===== src/rtl/uart_write_loader.sv =====
// UART packet loader: receives header/address/data/checksum frames and issues one
// 32-bit bus write per valid frame, answering each checked frame with ACK or NAK.
module uart_write_loader #(
  parameter int unsigned TIMEOUT_CYCLES = 200000,
  parameter logic [7:0]  HEADER         = 8'hA5,
  parameter logic [7:0]  ACK            = 8'h06,
  parameter logic [7:0]  NAK            = 8'h15
) (
  input  logic        clk,
  input  logic        rst,
  input  logic [7:0]  rx_data,
  input  logic        rx_ready,
  output logic [7:0]  tx_data,
  output logic        tx_req,
  input  logic        tx_busy,
  output logic        mem_req,
  output logic [31:0] mem_addr,
  output logic [31:0] mem_wdata,
  output logic [3:0]  mem_be,
  input  logic        mem_gnt,
  output logic        busy,
  output logic        err_timeout
);

  localparam int unsigned TMO_W = $clog2(TIMEOUT_CYCLES + 1);

  typedef enum logic [2:0] {
    S_IDLE,
    S_ADDR,
    S_DATA,
    S_CHK,
    S_WRITE,
    S_RESP_WAIT,
    S_RESP
  } state_t;

  state_t           state;
  state_t           state_next;
  logic [7:0]       chk;
  logic [1:0]       byte_cnt;
  logic [TMO_W-1:0] tmo_cnt;
  logic             tmo_expired;
  logic             timeout_hit;

  // Fires on the TIMEOUT_CYCLES-th consecutive clock without an accepted byte.
  assign tmo_expired = (tmo_cnt == TMO_W'(TIMEOUT_CYCLES - 1));

  always_ff @(posedge clk) begin
    if (rst) state <= S_IDLE;
    else     state <= state_next;
  end

  always_comb begin
    state_next  = state;
    timeout_hit = 1'b0;
    case (state)
      S_IDLE: begin
        if (rx_ready && (rx_data == HEADER)) state_next = S_ADDR;
      end
      S_ADDR: begin
        if (rx_ready) begin
          if (byte_cnt == 2'd3) state_next = S_DATA;
        end else if (tmo_expired) begin
          timeout_hit = 1'b1;
          state_next  = S_IDLE;
        end
      end
      S_DATA: begin
        if (rx_ready) begin
          if (byte_cnt == 2'd3) state_next = S_CHK;
        end else if (tmo_expired) begin
          timeout_hit = 1'b1;
          state_next  = S_IDLE;
        end
      end
      S_CHK: begin
        if (rx_ready) begin
          state_next = (rx_data == chk) ? S_WRITE : S_RESP_WAIT;
        end else if (tmo_expired) begin
          timeout_hit = 1'b1;
          state_next  = S_IDLE;
        end
      end
      S_WRITE: begin
        if (mem_gnt) state_next = S_RESP_WAIT;
      end
      S_RESP_WAIT: begin
        if (!tx_busy) state_next = S_RESP;
      end
      S_RESP: begin
        state_next = S_IDLE;
      end
      default: state_next = S_IDLE;
    endcase
    if (rst) begin
      state_next  = S_IDLE;
      timeout_hit = 1'b0;
    end
  end

  // Outputs are registered from the next state so they line up with the state register.
  always_ff @(posedge clk) begin
    if (rst) begin
      mem_req     <= 1'b0;
      mem_be      <= 4'h0;
      tx_req      <= 1'b0;
      busy        <= 1'b0;
      err_timeout <= 1'b0;
      mem_addr    <= '0;
      mem_wdata   <= '0;
      tx_data     <= '0;
      chk         <= '0;
      byte_cnt    <= '0;
      tmo_cnt     <= '0;
    end else begin
      mem_req     <= (state_next == S_WRITE);
      mem_be      <= (state_next == S_WRITE) ? 4'hF : 4'h0;
      tx_req      <= (state_next == S_RESP);
      busy        <= (state_next != S_IDLE);
      err_timeout <= timeout_hit;
      case (state)
        S_IDLE: begin
          tmo_cnt <= '0;
          if (rx_ready && (rx_data == HEADER)) begin
            chk      <= '0;
            byte_cnt <= '0;
          end
        end
        S_ADDR: begin
          if (rx_ready) begin
            mem_addr <= {rx_data, mem_addr[31:8]};
            chk      <= chk ^ rx_data;
            byte_cnt <= byte_cnt + 2'd1;
            tmo_cnt  <= '0;
          end else begin
            tmo_cnt  <= tmo_cnt + TMO_W'(1);
          end
        end
        S_DATA: begin
          if (rx_ready) begin
            mem_wdata <= {rx_data, mem_wdata[31:8]};
            chk       <= chk ^ rx_data;
            byte_cnt  <= byte_cnt + 2'd1;
            tmo_cnt   <= '0;
          end else begin
            tmo_cnt   <= tmo_cnt + TMO_W'(1);
          end
        end
        S_CHK: begin
          if (rx_ready) begin
            tmo_cnt <= '0;
            if (rx_data != chk) tx_data <= NAK;
          end else begin
            tmo_cnt <= tmo_cnt + TMO_W'(1);
          end
        end
        S_WRITE: begin
          tmo_cnt <= '0;
          if (mem_gnt) tx_data <= ACK;
        end
        default: begin
          tmo_cnt <= '0;
        end
      endcase
    end
  end

endmodule


===== config.mk =====
export PLATFORM = sky130hd
export DESIGN_NAME = uart_write_loader
export DESIGN_NICKNAME = d
export VERILOG_FILES = /design/src/rtl/uart_write_loader.sv
export SDC_FILE = /design/constraint.sdc
export NUM_CORES = 1
export LEC_CHECK = 0
export ABC_AREA = 1
export BUFFER_PORTS_ARGS = -buffer_cell sky130_fd_sc_hd__buf_2
export CAP_MARGIN = 15
export CORE_ASPECT_RATIO = 1.75
export CORE_UTILIZATION = 48
export CTS_BUF_LIST = sky130_fd_sc_hd__clkbuf_4 sky130_fd_sc_hd__clkbuf_8 sky130_fd_sc_hd__clkbuf_16
export CTS_CLUSTER_DIAMETER = 50
export CTS_CLUSTER_SIZE = 8
export DETAILED_ROUTE_END_ITERATION = 7
export GPL_TIMING_DRIVEN = 0
export HOLD_SLACK_MARGIN = 0.02
export PLACE_DENSITY = 0.85
export SYNTH_ARGS = -nofsm -noshare
export SYNTH_HDL_FRONTEND = slang
export SYNTH_SLANG_ARGS = --single-unit

===== constraint.sdc =====
create_clock -name clk -period 1.41 [get_ports clk]
set_clock_uncertainty 0.1 [all_clocks]
set_input_delay 0.0705 -clock clk [delete_from_list [all_inputs] [get_ports clk]]
set_output_delay 0.0705 -clock clk [all_outputs]
set_load 0.005 [all_outputs]

==> results of run 1 <==
[sequential cells by signal, indices dropped and copies added (netlist names)]
register and cells:
tx_req 1, mem_wdata 32, tx_data 3, chk 8
busy 1, mem_addr 32, tmo_cnt 18, err_timeout 1
state 3, mem_be 1, byte_cnt 2
[power breakdown]
part / leakage [nW] / switching [mW] / internal (mW) / total [mW]
sequential: 0.835 / 0.00108 / 2.86 / 2.86
clock: 0.143 / 1.21 / 1.24 / 2.45
combinational: 2.01 / 0.149 / 0.0771 / 0.226
total: 2.98 / 1.36 / 4.17 / 5.53
[synth_stat cells (2+ instances only)]
cell type,instances,area [um^2]
inv_2,4,15.0
nor2_1,167,627
nor3b_1,2,15.0
nand3_1,12,60.1
nand2_1,56,210
nor4_1,2,12.5
ha_1,2,25.0
nand2_2,7,43.8
nor3_1,3,15.0
inv_1,34,128
nor2_4,5,56.3
dfxtp_1,102,2040
a21oi_1,19,95.1
clkbuf_2,3,15.0
a21oi_2,2,17.5
or2_0,5,31.3
nand3_2,2,20.0
or2_1,2,12.5
buf_4,9,67.6
o21ai_0,68,340
xor2_1,4,35.0
clkbuf_1,11,41.3
o21ai_1,2,10.0
buf_2,7,35.0
nor2_2,4,25.0
xnor2_1,9,78.8
nand4_1,3,18.8
[logic make-up after synthesis]
group,Yosys count
flip-flops,102
AO/OA/AOI/OAI,94
other,1
XOR/XNOR,13
AND/OR/NAND/NOR,274
adder cells (fa/ha/maj),2
buffers and inverters,68
[timing repair]
action | 4_1_cts | 5_1_grt
endpoints found under the setup margin | 92 | 101
hold buffers | 11 | 0
gates resized for setup | 157 | 185
pin swaps | 35 | 75
endpoints found under the hold margin | 20 | 0
cloned | 7 | 3
buffers inserted | 21 | 6
[final cells by class]
class / instances / area share [%]
well taps: 115 / 2.22
clock inverters: 7 / 0.983
flip-flops and latches: 102 / 32.3
repair buffers: 135 / 15.4
multi-input cells: 387 / 38.6
inverters: 38 / 2.68
clock buffers: 9 / 3.47
plain buffers: 28 / 4.34
[worst min-delay path by stage]
stage               cells after the start       start            to
CTS                                     6     tx_busy      state[1]
global placement                        2    rx_ready   byte_cnt[0]
detailed placement                      3  rx_data[2]  mem_addr[26]
finish                                  5     tx_busy     mem_be[2]
global route                            6     tx_busy      state[1]
floorplan                               1    rx_ready   byte_cnt[0]
[metrics by stage]
stage	hold WS [ns]	setup TNS [ns]	std cells	worst slack, ns	cell area [um^2]
after floorplan	0.0882	-0.0266	557	-0.0266	4190
after detailed placement	0.288	-12.75	760	-0.234	4780
after global routing	0.0314	-11.74	821	-0.399	6490
final	0.0261	-5.58	821	-0.399	6490
after CTS	0.0263	-2.81	814	-0.115	5860
after global placement	0.278	-9.66	760	-0.194	4780
[per-layer routing]
layer / GRT usage, % / share of wire, % / vias to the layer above
met5: 0 / 0 / -
met4: 26.6 / 10 / 0
met3: 8.30 / 7.5 / 149
met2: 56.3 / 52 / 268
met1: 28.9 / 30 / 2141
li1: - / - / 2052
[critical path, cell delays in order (launching register included)]
cell	delay [ns]
dfxtp_4	0.38
inv_4	0.04
nor2_4	0.11
nand2_4	0.07
nor2_4	0.15
buf_12	0.17
buf_8	0.12
clkbuf_16	0.15
o21ai_2	0.07
nor2_1	0.32
==> flow_metrics.tcl, run 1 <==
set metrics [dict create \
    final_cell_mix "nor2_1, buf_2, dfxtp_1" \
    rsz0062_at_grt "yes" \
    timing.final.ws_setup_ns -0.399 \
    vias 4610 \
    fin_crit_sh_pct 128 \
    fp.dieH_um 125 \
    grt_pass1_vias 4505 \
    fp-row-count 44 \
    boundaryPins 93 \
    synth_enable_flop_cells 0 \
    worstSetupPathType "flop to flop" \
    worstPathRequired_ns 1.54 \
    drive_gt1_share_pct 49.6 \
    reg2reg_slack_ns -0.40 \
    first_iter_violations 268 \
    synth_cells 554 \
    wl_um 16100 \
    ys.flop_type "dfxtp_1" \
    fmax_mhz 553 \
    crit_path_end "mem_addr[14]" \
    drc 0 \
    fp.coreArea_um2 8370 \
    wl_per_cell_um 19.6 \
    root_buffer "clkbuf_16" \
    r2r.worst_path.cells 9 \
    max_slew_margin_pct 46.6 \
    synthSimpleGateAreaFrac_pct 28.5 \
    ys_seq_area_share_pct 49.1 \
    hp-class "input pin to flop" \
    tritoncts "yes" \
    multi_input_area_um2 2510 \
    crit_fanout 6 \
    violations "setup timing" \
    numClockSinks 102 \
    place_congestion 0.907 \
    power_per_cell_area_nw_per_um2 852 \
    postRouteAntennaNets 0 \
    r2r-start "state[0]" \
    cts_buffers 9 \
    post-route-util_pct 77.6 \
    port_buffers 88 \
    die_area_um2 9060 \
    start_util_pct 49.7 \
    yosys_warnings 0 \
    async_reset_ff_share_pct 0 \
    vdd_ir_drop_max_v 0.00119 \
    htree_num_levels 3 \
    cp-startpoint "state[0]" \
    die_w_um 72.4 \
    syn_area_um2 4160 \
    synth_top_family_by_area "simple AND/OR/NAND/NOR gates" \
    synth_cell_type_count 35 \
    clockBufferDepth 2 \
    drt_first_pass_iters 5 \
    fill_cells 517 \
    finalCriticalPeriod_ns 1.81 \
    vias_per_cell 5.62 \
    clk_latency_ns 0.36 \
    synth_compound_area_share_pct 11.7 \
    power_mw 5.53 \
    drv_cap 0 \
    slew_viol_final 0 \
    dpl.hpwl_um 7940 \
    layout_commonest_cell "nor2_1" \
    critPathArrivalTime_ns 1.94 \
    antenna_found_initial 1 \
    synth.avg_cell_area_um2 7.51 \
    diodes 0 \
    cp-end-kind "flop" \
    synth-seq-cells 102 \
    hold_violations 0 \
    muxShareOfSynthArea_pct 0 \
    area_delta_synth_final_pct 56.1 \
    status "finished with violations" \
    worstMarginPinSlew_ns 0.802 \
    p_leak_nw 2.98 \
    seq_area_um2 2090 \
    r2r-end "mem_addr[14]" \
    overflow 0 \
    critPathLaunchType "flop" \
    setup_viol 84 \
    synth_xor_area_share_pct 2.74 \
    grtUsageTotal_pct 31.8 \
    grt_pass1_wl_um 21800 \
    fin_nets 716 \
    synth-adder-area-share_pct 0.602 \
    grt_max_degree 20 \
    clkTransAtPathRegs_ns 0.07 \
]
(Power assumes the default switching activity.)
==> run 2: changes to the inputs <==
CORE_MARGIN = 8   (was unset)
CORE_UTILIZATION = 54   (was 48)
PLACE_DENSITY = 0.9   (was 0.85)
clock period = 1.8 ns   (was 1.41 ns; I/O delays follow)
==> flow_metrics.tcl, run 2 (synthesis results as in run 1) <==
set metrics [dict create \
    fp.coreArea_um2 7510 \
    fin_nets 681 \
    final_cell_mix "nor2_1, dfxtp_1, buf_2" \
    seq_power_share_pct 51.5 \
    drv_cap 0 \
    critPathArrivalTime_ns 1.90 \
    p_sw_mw 0.937 \
    setup_viol 0 \
    place_congestion 0.959 \
    reg2reg_slack_ns 0.07 \
    diodes 0 \
    grtUsageTotal_pct 22.5 \
    worstSetupPathType "flop to flop" \
    pwr-share-clk_pct 45.8 \
    combinationalPowerShare_pct 2.6 \
    fmax_mhz 579 \
    grt_pass1_wl_um 19500 \
    placed_cells 733 \
    post-route-util_pct 68.8 \
    cp-startpoint "state[0]" \
    worstPathRequired_ns 1.97 \
    antenna_found_initial 0 \
    critPathLaunchType "flop" \
    boundaryPins 93 \
    overflow 0 \
    grt_pass1_vias 4201 \
    htree_num_levels 3 \
    tritoncts "yes" \
    worstHoldStart "tx_busy" \
    vias 4084 \
    numClockSinks 102 \
    dpl.hpwl_um 8580 \
    status "completed" \
    finalCriticalPeriod_ns 1.73 \
    r2r-start "state[0]" \
    root_buffer "clkbuf_16" \
    p_int_mw 3.44 \
    drive_gt1_share_pct 23.7 \
    cts_buffers 9 \
    rsz0062_at_grt "yes" \
    start_util_pct 55.3 \
    grt_max_degree 19 \
    fp.dieH_um 132 \
    hp-class "input pin to flop" \
    clockBufferDepth 2 \
    cp-end-kind "flop" \
    crit_fanout 10 \
    postRouteAntennaNets 0 \
    switching_share_pct 21.4 \
    port_buffers 88 \
    drc 0 \
    slew_viol_final 0 \
    layout_commonest_cell "nor2_1" \
    die_area_um2 10900 \
    p_leak_nw 2.61 \
    vias_per_cell 5.38 \
    clkTransAtPathRegs_ns 0.07 \
    clk_latency_ns 0.34 \
    area_delta_synth_final_pct 24.2 \
    hold_violations 0 \
    drt_first_pass_iters 4 \
    fin_setup_tns_ns 0 \
    fp-row-count 42 \
    die_w_um 82.3 \
    power_per_cell_area_nw_per_um2 847 \
    first_iter_violations 329 \
    wl_per_cell_um 15.7 \
    wl_um 11900 \
    instances_no_fill 759 \
    fin_crit_sh_pct 95.9 \
    top_regs "mem_addr x32, mem_wdata x32, tmo_cnt x18" \
    power_mw 4.38 \
    vdd_ir_drop_max_v 0.000864 \
]
-- run 2: changes by cell type in the layout (fill, tap and decap cells not counted), sizes merged --
cell,delta
buf,-33
dlygate4sd3,-2
bufinv,+1
clkbuf,+1
clkinv,-1
inv,-1
-- run 2: per-stage QoR --
step	instance area [um^2]	worst slack, ns	hold slack (ns)
2_1_floorplan	4170	0.294	0.108
3_3_place_gp	4720	0.135	0.265
3_5_place_dp	4720	0.0554	0.281
4_1_cts	5130	0.00689	0.0302
5_1_grt	5170	-0.0103	0.0452
6_report	5170	0.0743	0.0460
-- run 2: critical path, stage by stage, from the launching register on --
cell	delay [ns]
dfxtp_1	0.39
inv_2	0.08
nor2_2	0.12
nand2_2	0.10
nor2_4	0.19
clkbuf_1	0.37
o21ai_0	0.16
nor2_1	0.15
-- run 2: final timing paths --
path,to,cells past startpoint
setup / recovery,mem_addr[6],7
hold / removal,mem_be[2],5
setup reg to reg,mem_addr[6],7
hold reg to reg,tmo_cnt[0],1
-- run 2: cell type report --
class / count / area (um^2)
clock buffers: 10 / 239
fillers: 564 / 2350
well taps: 88 / 110
flip-flops and latches: 102 / 2050
inverters: 38 / 143
plain buffers: 30 / 163
repair buffers: 98 / 538
multi-input cells: 387 / 1850
clock inverters: 6 / 76.3
-- run 2: what timing repair did --
item / in CTS / in global routing
hold buffers: 9 / 0
buffers inserted: 0 / 1
setup endpoints to repair: 0 / 10
gates resized for setup: 0 / 14
hold endpoints to repair: 17 / 0
-- run 2: per-layer routing --
layer | routed length, um | share of wire [%] | track usage (%) | vias to the layer above
li1 | - | - | - | 1966
met1 | 4080 | 34 | 21.2 | 1910
met2 | 6440 | 54 | 40.4 | 160
met3 | 791 | 6.6 | 5.94 | 48
met4 | 627 | 5.3 | 13.7 | 0
met5 | 0 | 0 | 0 | -
-- run 2: power groups by stage --
stage	logic (mW)	clock network, mW	registers [mW]
after floorplan	0.0506	0	2.31
after global placement	0.0946	0	2.31
after detailed placement	0.0959	0	2.31
after CTS	0.111	2.03	2.26
after global routing	0.122	2.11	2.25
final	0.115	2.01	2.26
==> run 3: changes to the inputs <==
CORE_UTILIZATION = 58   (was 54)
PLACE_DENSITY = 0.95   (was 0.9)
clock period = 2 ns   (was 1.8 ns; I/O delays follow)
==> flow_metrics.tcl, run 3 (synthesis results as in run 1) <==
set metrics [dict create \
    status "completed" \
    fp-row-count 41 \
    htree_num_levels 3 \
    port_buffers 88 \
    instances_no_fill 757 \
    drive_gt1_share_pct 22.4 \
    p_leak_nw 2.58 \
    antenna_found_initial 0 \
    numClockSinks 102 \
    root_buffer "clkbuf_16" \
    tritoncts "yes" \
    critPathLaunchType "input pin" \
    critPathArrivalTime_ns 1.95 \
    vdd_ir_drop_max_v 0.000645 \
    final_cell_mix "nor2_1, dfxtp_1, buf_2" \
    first_iter_violations 354 \
    finalCriticalPeriod_ns 1.77 \
    diodes 0 \
    vias 4062 \
    grt_max_degree 18 \
    timing.final.ws_setup_ns 0.228 \
    worstSetupPathType "input pin to flop" \
    hold_violations 0 \
    vias_per_cell 5.37 \
    fp.dieH_um 128 \
    rsz0062_at_grt "no" \
    fin_nets 681 \
    worstPathRequired_ns 2.18 \
    drc 0 \
    worstMarginPinSlew_ns 0.522 \
    slew_viol_final 0 \
    fmax_mhz 564 \
    clkTransAtPathRegs_ns 0.07 \
    max_slew_margin_pct 65.2 \
    setup_viol 0 \
    clockBufferDepth 2 \
    grt_pass1_wl_um 18900 \
    start_util_pct 58.7 \
    grt_pass1_vias 4151 \
    cp-end-kind "flop" \
    placed_cells 731 \
    post_cts_resized 0 \
    fin_setup_tns_ns 0 \
    dpl.hpwl_um 8540 \
    clk_latency_ns 0.35 \
    die_area_um2 10200 \
    crit_fanout 10 \
    power_per_cell_area_nw_per_um2 764 \
    cts_buffers 9 \
    hp-class "input pin to flop" \
    fp.coreArea_um2 7080 \
    dp_slack_ns 0.281 \
    place_congestion 0.950 \
    top_regs "mem_addr x32, mem_wdata x32, tmo_cnt x18" \
    overflow 0 \
    wl_per_cell_um 15.2 \
    drt_first_pass_iters 5 \
    area_delta_synth_final_pct 23.1 \
    wl_um 11500 \
    layout_commonest_cell "nor2_1" \
    drv_cap 0 \
    postRouteAntennaNets 0 \
    die_w_um 80.0 \
    fin_crit_sh_pct 88.6 \
    grtUsageTotal_pct 23.3 \
    boundaryPins 93 \
]
run 3: cell count changes in the layout (fill, tap and decap cells not counted), moves of 2 or more:
cell        before  now
dfxtp_1         99  102
clkbuf_2         6    3
clkbuf_1         8   11
dfxtp_2          3    0
clkinvlp_4       0    2
clkinv_4         2    0
run 3: report_power, final:
group | internal, mW | switching, mW
Combinational | 0.0413 | 0.0639
Clock | 0.995 | 0.782
Sequential | 2.03 | 0.000424
Total | 3.07 | 0.847
run 3: metal layers:
layer  global-route usage, %  routed length [um]  vias to the layer above
met5                       0                   0                        -
met4                    18.3                 711                        0
met3                    6.81                 824                       49
met2                    40.5                6040                      185
met1                    21.8                3930                     1851
li1                        -                   -                     1977
run 3: final cells by class:
cell class	count	area [um^2]
Sequential cell	102	2040
Fill cell	528	1960
Multi-Input combinational cell	387	1830
Timing Repair Buffer	98	541
Clock buffer	10	233
Buffer	30	159
Inverter	38	143
Tap cell	86	108
Clock inverter	6	70.1
run 3: repair_timing:
item                                   4_1_cts  5_1_grt
setup buffers                                0        0
endpoints found under the hold margin       18        0
hold buffers                                10        0
run 3: worst paths after layout:
| check | from | slack (ns) | to | depth (start not counted) |
|---|---|---|---|---|
| worst max-delay path | rst | 0.23 | mem_addr[13] | 7 |
| worst min-delay path | mem_gnt | 0.04 | tx_data[2] | 5 |
| worst max register to register | state[0] | 0.26 | mem_addr[11] | 8 |
| worst min register to register | tx_data[2] | 0.37 | tx_data[2] | 2 |
run 3: through the flow:
stage | hold WS (ns) | utilization (%) | cell area, um^2 | total power, mW
after floorplan | 0.118 | - | 4170 | 2.12
after global placement | 0.299 | 66.6 | 4720 | 2.16
after detailed placement | 0.317 | 66.6 | 4720 | 2.16
after CTS | 0.0347 | 72.3 | 5120 | 3.93
after global routing | 0.0995 | 72.3 | 5120 | 4.02
final | 0.0414 | 72.3 | 5120 | 3.91
run 3: critical path: stages:
cell and delay, ns:
dlygate4sd3_1 0.53, buf_2 0.14, inv_1 0.21, clkbuf_2 0.32
clkbuf_1 0.33, o21ai_0 0.18, nor2_1 0.14
